**src/rtl/pool2x2_stream_ctrl.sv**
```systemverilog
// pool2x2_stream_ctrl: streaming 2x2 stride-2 signed max-pool scheduler with half-row line buffer
module pool2x2_stream_ctrl #(
    parameter int WIDTH = 9,
    parameter int IMG_W = 28,
    parameter int IMG_H = 28
) (
    input  logic             clk,
    input  logic             rst,
    input  logic             start,
    output logic             busy,
    output logic             frame_done,
    input  logic             s_valid,
    output logic             s_ready,
    input  logic [WIDTH-1:0] s_data,
    output logic             m_valid,
    input  logic             m_ready,
    output logic [WIDTH-1:0] m_data
);
    localparam int CW = IMG_W > 1 ? $clog2(IMG_W) : 1;
    localparam int RW = IMG_H > 1 ? $clog2(IMG_H) : 1;
    localparam int HD = IMG_W / 2;
    localparam int HW = IMG_W > 2 ? $clog2(HD) : 1;

    if (IMG_W < 2 || IMG_W % 2 != 0 || IMG_H < 2 || IMG_H % 2 != 0) begin : g_bad_dims
        $fatal(1, "pool2x2_stream_ctrl: IMG_W and IMG_H must be even and >= 2");
    end

    typedef enum logic [1:0] {IDLE, RUN, DRAIN} state_t;

    function automatic logic [WIDTH-1:0] smax(input logic [WIDTH-1:0] a, input logic [WIDTH-1:0] b);
        return ($signed(a) > $signed(b)) ? a : b;
    endfunction

    state_t           state_q, state_d;
    logic [CW-1:0]    col_q, col_d;
    logic [RW-1:0]    row_q, row_d;
    logic [WIDTH-1:0] pair_q, pair_d;
    logic [WIDTH-1:0] m_data_q, m_data_d;
    logic             m_valid_q, m_valid_d;
    logic             done_q, done_d;
    logic [WIDTH-1:0] lb_q [HD];
    logic [HW-1:0]    hidx;
    logic [WIDTH-1:0] pm;
    logic             xfer, col_last, row_last;

    assign hidx       = HW'(col_q >> 1);
    assign col_last   = col_q == CW'(IMG_W - 1);
    assign row_last   = row_q == RW'(IMG_H - 1);
    assign s_ready    = (state_q == RUN) && (!m_valid_q || m_ready);
    assign xfer       = s_valid && s_ready;
    assign pm         = smax(pair_q, s_data);
    assign busy       = state_q != IDLE;
    assign frame_done = done_q;
    assign m_valid    = m_valid_q;
    assign m_data     = m_data_q;

    // next-state: frame sequencing, raster counters, pair/output registers
    always_comb begin
        state_d   = state_q;
        col_d     = col_q;
        row_d     = row_q;
        pair_d    = pair_q;
        m_data_d  = m_data_q;
        m_valid_d = m_valid_q && !m_ready;
        done_d    = 1'b0;
        if (state_q == IDLE && start) begin
            state_d = RUN;
            col_d   = '0;
            row_d   = '0;
        end
        if (xfer) begin
            col_d  = col_last ? '0 : col_q + 1'b1;
            row_d  = col_last ? (row_last ? '0 : row_q + 1'b1) : row_q;
            pair_d = col_q[0] ? pair_q : s_data;
            if (col_q[0] && row_q[0]) begin
                m_data_d  = smax(lb_q[hidx], pm);
                m_valid_d = 1'b1;
            end
            if (col_last && row_last) state_d = DRAIN;
        end
        if (state_q == DRAIN && m_valid_q && m_ready) begin
            state_d = IDLE;
            done_d  = 1'b1;
        end
    end

    // control and output registers with synchronous reset
    always_ff @(posedge clk) begin
        if (rst) begin
            state_q   <= IDLE;
            col_q     <= '0;
            row_q     <= '0;
            pair_q    <= '0;
            m_data_q  <= '0;
            m_valid_q <= 1'b0;
            done_q    <= 1'b0;
        end else begin
            state_q   <= state_d;
            col_q     <= col_d;
            row_q     <= row_d;
            pair_q    <= pair_d;
            m_data_q  <= m_data_d;
            m_valid_q <= m_valid_d;
            done_q    <= done_d;
        end
    end

    // half-row buffer: horizontal pair maxima of each even row, consumed by the following odd row
    always_ff @(posedge clk) begin
        if (xfer && col_q[0] && !row_q[0]) lb_q[hidx] <= pm;
    end
endmodule

```
**config.mk**
```make
export PLATFORM = sky130hd
export DESIGN_NAME = pool2x2_stream_ctrl
export DESIGN_NICKNAME = d
export VERILOG_FILES = /design/src/rtl/pool2x2_stream_ctrl.sv
export SDC_FILE = /design/constraint.sdc
export NUM_CORES = 1
export LEC_CHECK = 0
export BUFFER_PORTS_ARGS = -buffer_cell sky130_fd_sc_hd__clkbuf_2
export CAP_MARGIN = 10
export CORE_MARGIN = 2
export CORE_UTILIZATION = 30
export CTS_CLUSTER_SIZE = 14
export DETAILED_ROUTE_END_ITERATION = 8
export MAX_ROUTING_LAYER = met4
export SLEW_MARGIN = 10
export SYNTH_ARGS = -nofsm -noshare
export SYNTH_HDL_FRONTEND = slang
export SYNTH_SLANG_ARGS = --single-unit
```
**constraint.sdc**
```tcl
create_clock -name clk -period 3.4 [get_ports clk]
set_clock_uncertainty 0.2 [all_clocks]
set_input_delay 0.17 -clock clk [delete_from_list [all_inputs] [get_ports clk]]
set_output_delay 0.17 -clock clk [all_outputs]
set_load 0.02 [all_outputs]
```
==> flow_metrics.tcl <==
set metrics [dict create \
    min_path_type "input pin to register" \
    syn_nets 503 \
    setup_ws_ns -0.0329 \
    worst_setup_path_end_kind "register" \
    async_reset_ff_share_pct 0 \
    grt_busiest_layer "met2" \
    synth.distinct_cells 48 \
    diodes 0 \
    initialDrtViolationCount 322 \
    placed_area_sq_um 7840 \
    layout.nets 607 \
    post_synth_main_area_contributors "edfxtp_1 (55%), dfxtp_1 (10%), mux4_2 (7.8%), ha_1 (3.6%), mux2i_1 (2.3%)" \
    die_h_um 156 \
    die_w_um 156 \
    grt.met2_usage_pct 22.0 \
    grt_usage_pct 13.1 \
    fmax_ghz 0.291 \
    path_class "register to register" \
    yosys_register_bits 162 \
    grt_pass1_wl_mm 23.5 \
    dr.pass1.iters 4 \
    final_antenna_net_count 0 \
    power_w 0.00419 \
    utilization_pct 39.0 \
    port_buffers 26 \
    grt_setup_unrepaired "yes" \
    synth_top_area_share_pct 54.6 \
    p_per_area_nw_per_um2 475 \
    area_growth_pct 27.4 \
    crit_path_start_kind "register" \
    hold_depth 2 \
    outcome "finished with violations" \
    arrival_ns 3.54 \
    synthTopCellsByCount "edfxtp_1 (126), dfxtp_1 (36), a21oi_1 (30)" \
    antenna_found_initial 0 \
    hold_viol 0 \
    nFillCells 2058 \
    gp_congestion 0.837 \
    yosys.area.top_type "edfxtp_1" \
    layout-drive-gt1-share_pct 35.5 \
    synth_edf_count 126 \
    dr_total_vias 4302 \
    cts_tree "done" \
    maxCapViolCount 0 \
    grt_max_degree 25 \
    r2r_cells 11 \
    grt_use_met3_pct 2.81 \
    finalCritPeriodShare_pct 101 \
    clk_pin_slew_worst_paths_ns 0.06 \
    rows 55 \
    fin_area_sq_um 8830 \
    synth.cell_area_sq_um 6930 \
    syn-instance-count 469 \
    core_sq_um 22600 \
    ios 27 \
    cts-root-buf "clkbuf_16" \
    cts.sinks 162 \
    multi_input_area_sq_um 2530 \
    required_ns 3.50 \
    final-seq-area_sq_um 4510 \
    dieArea_sq_um 24300 \
    met1_usage_pct 15.6 \
    drc_errors 0 \
    wl_per_cell_um 17.4 \
    synth_seq_area_share_pct 65.0 \
    gr-total-overflow 0 \
    slew_headroom_pct 10.9 \
    tightest_slew_ns 1.33 \
    wirelength_mm 15.1 \
    finalSetupViolCount 9 \
    synth_most_common_cell "edfxtp_1" \
    path_max_fanout 14 \
    via_per_inst 4.94 \
    numCtsBuffers 17 \
    first_global_vias 4338 \
    syn_avg_cell_area_sq_um 14.8 \
    finalMaxSlewViolations 0 \
    cts_buffer_depth 2 \
    r2r_setup_slack_ns -0.03 \
    place_hpwl_mm 10.4 \
    hold_slack_ns 0.104 \
    synthFlopType "edfxtp_1" \
    ir_drop_mv 0.420 \
    yosys_warnings 0 \
    clk_latency_ns 0.42 \
    period_minus_slack_ns 3.43 \
    violations "negative setup slack" \
    initial_utilization_pct 30.6 \
    p_leak_nw 3.08 \
    h-tree-depth 4 \
]
## layout by cell type (no fill, tap or decap), types with 6 or more instances in the layout
master and instances:
edfxtp_1 126, buf_4 64, dfxtp_1 32, nand2_1 27, a21oi_1 26, clkbuf_2 26, mux4_2 24, nor2_1 23
inv_1 21, clkbuf_16 18, o21ai_0 13, o21ai_1 11, dlygate4sd3_1 11, mux2i_1 10, ha_1 10, mux2_2 9
ha_4 9, a211oi_2 8, nor2b_1 8, and2_1 7, a22oi_2 7, nand4_1 6
## per-stage QoR
step,setup TNS (ns),setup WS [ns],instances
after floorplan,-0.0233,-0.0233,469
after global placement,-0.977,-0.195,821
after detailed placement,-1.89,-0.254,821
after CTS,0,0.0100,870
after global routing,-1.01,-0.126,871
final,-0.162,-0.0329,871
## layout make-up
type / count / share of cell area (%)
Tap cell: 285 / 4.04
Timing Repair Buffer: 107 / 9.33
Multi-Input combinational cell: 264 / 28.7
Sequential cell: 162 / 51.1
Clock inverter: 9 / 0.666
Clock buffer: 23 / 5.32
Inverter: 21 / 0.893
## metal layers
| metal | wire length (um) | vias up |
|---|---|---|
| met2 | 7840 | 82 |
| met4 | 233 | 0 |
| met1 | 6580 | 2175 |
| met5 | 0 | - |
| li1 | - | 2025 |
| met3 | 488 | 20 |
## state kept, by name (all words and copies together) (netlist names), named ones only
| register | count |
|---|---|
| lb_q | 126 |
| pair_q | 9 |
| m_valid | 1 |
| m_data | 9 |
| row_q | 5 |
| frame_done | 1 |
| state_q | 2 |
| col_q | 5 |
## power by group
part	switching [W]	internal [W]	leakage (nW)
clock network	0.000737	0.000974	0.257
logic	0.000170	0.000136	1.38
registers	0.0000114	0.00217	1.44
## cell families after synthesis
family	count (synthesis)	synth area share, %
flip-flops	162	65.0
AND/OR/NAND/NOR	103	7.56
AO/OA/AOI/OAI	85	7.51
multiplexers	53	13.1
buffers and inverters	43	2.85
adder cells (fa/ha/maj)	20	3.61
XOR/XNOR	3	0.379
## final timing paths
check	from	to
max reg2reg	register	m_data[0]$_SDFFE_PP0P_
max	register	m_data[0]$_SDFFE_PP0P_
min	rst	col_q[0]$_SDFFE_PP0N_
min reg2reg	state_q[1]$_SDFF_PP0_	state_q[1]$_SDFF_PP0_
## critical path: stages (launching register included)
cell,delay (ns)
dfxtp_2,0.34
buf_12,0.15
buf_4,0.16
mux4_2,0.50
mux4_2,0.49
ha_1,0.23
nor4b_2,0.34
o21ai_1,0.15
nor3_2,0.28
nor4_4,0.06
nor2b_1,0.15
a221o_1,0.26
## what timing repair did
item | CTS | global route
setup endpoints to repair | 9 | 9
gates resized for setup | 14 | 37
endpoints found under the hold margin | 13 | 0
hold buffers | 11 | 0
buffers inserted | 6 | 1
pin swaps | 5 | 21
Note: power is estimated with default switching activity, not from simulation.
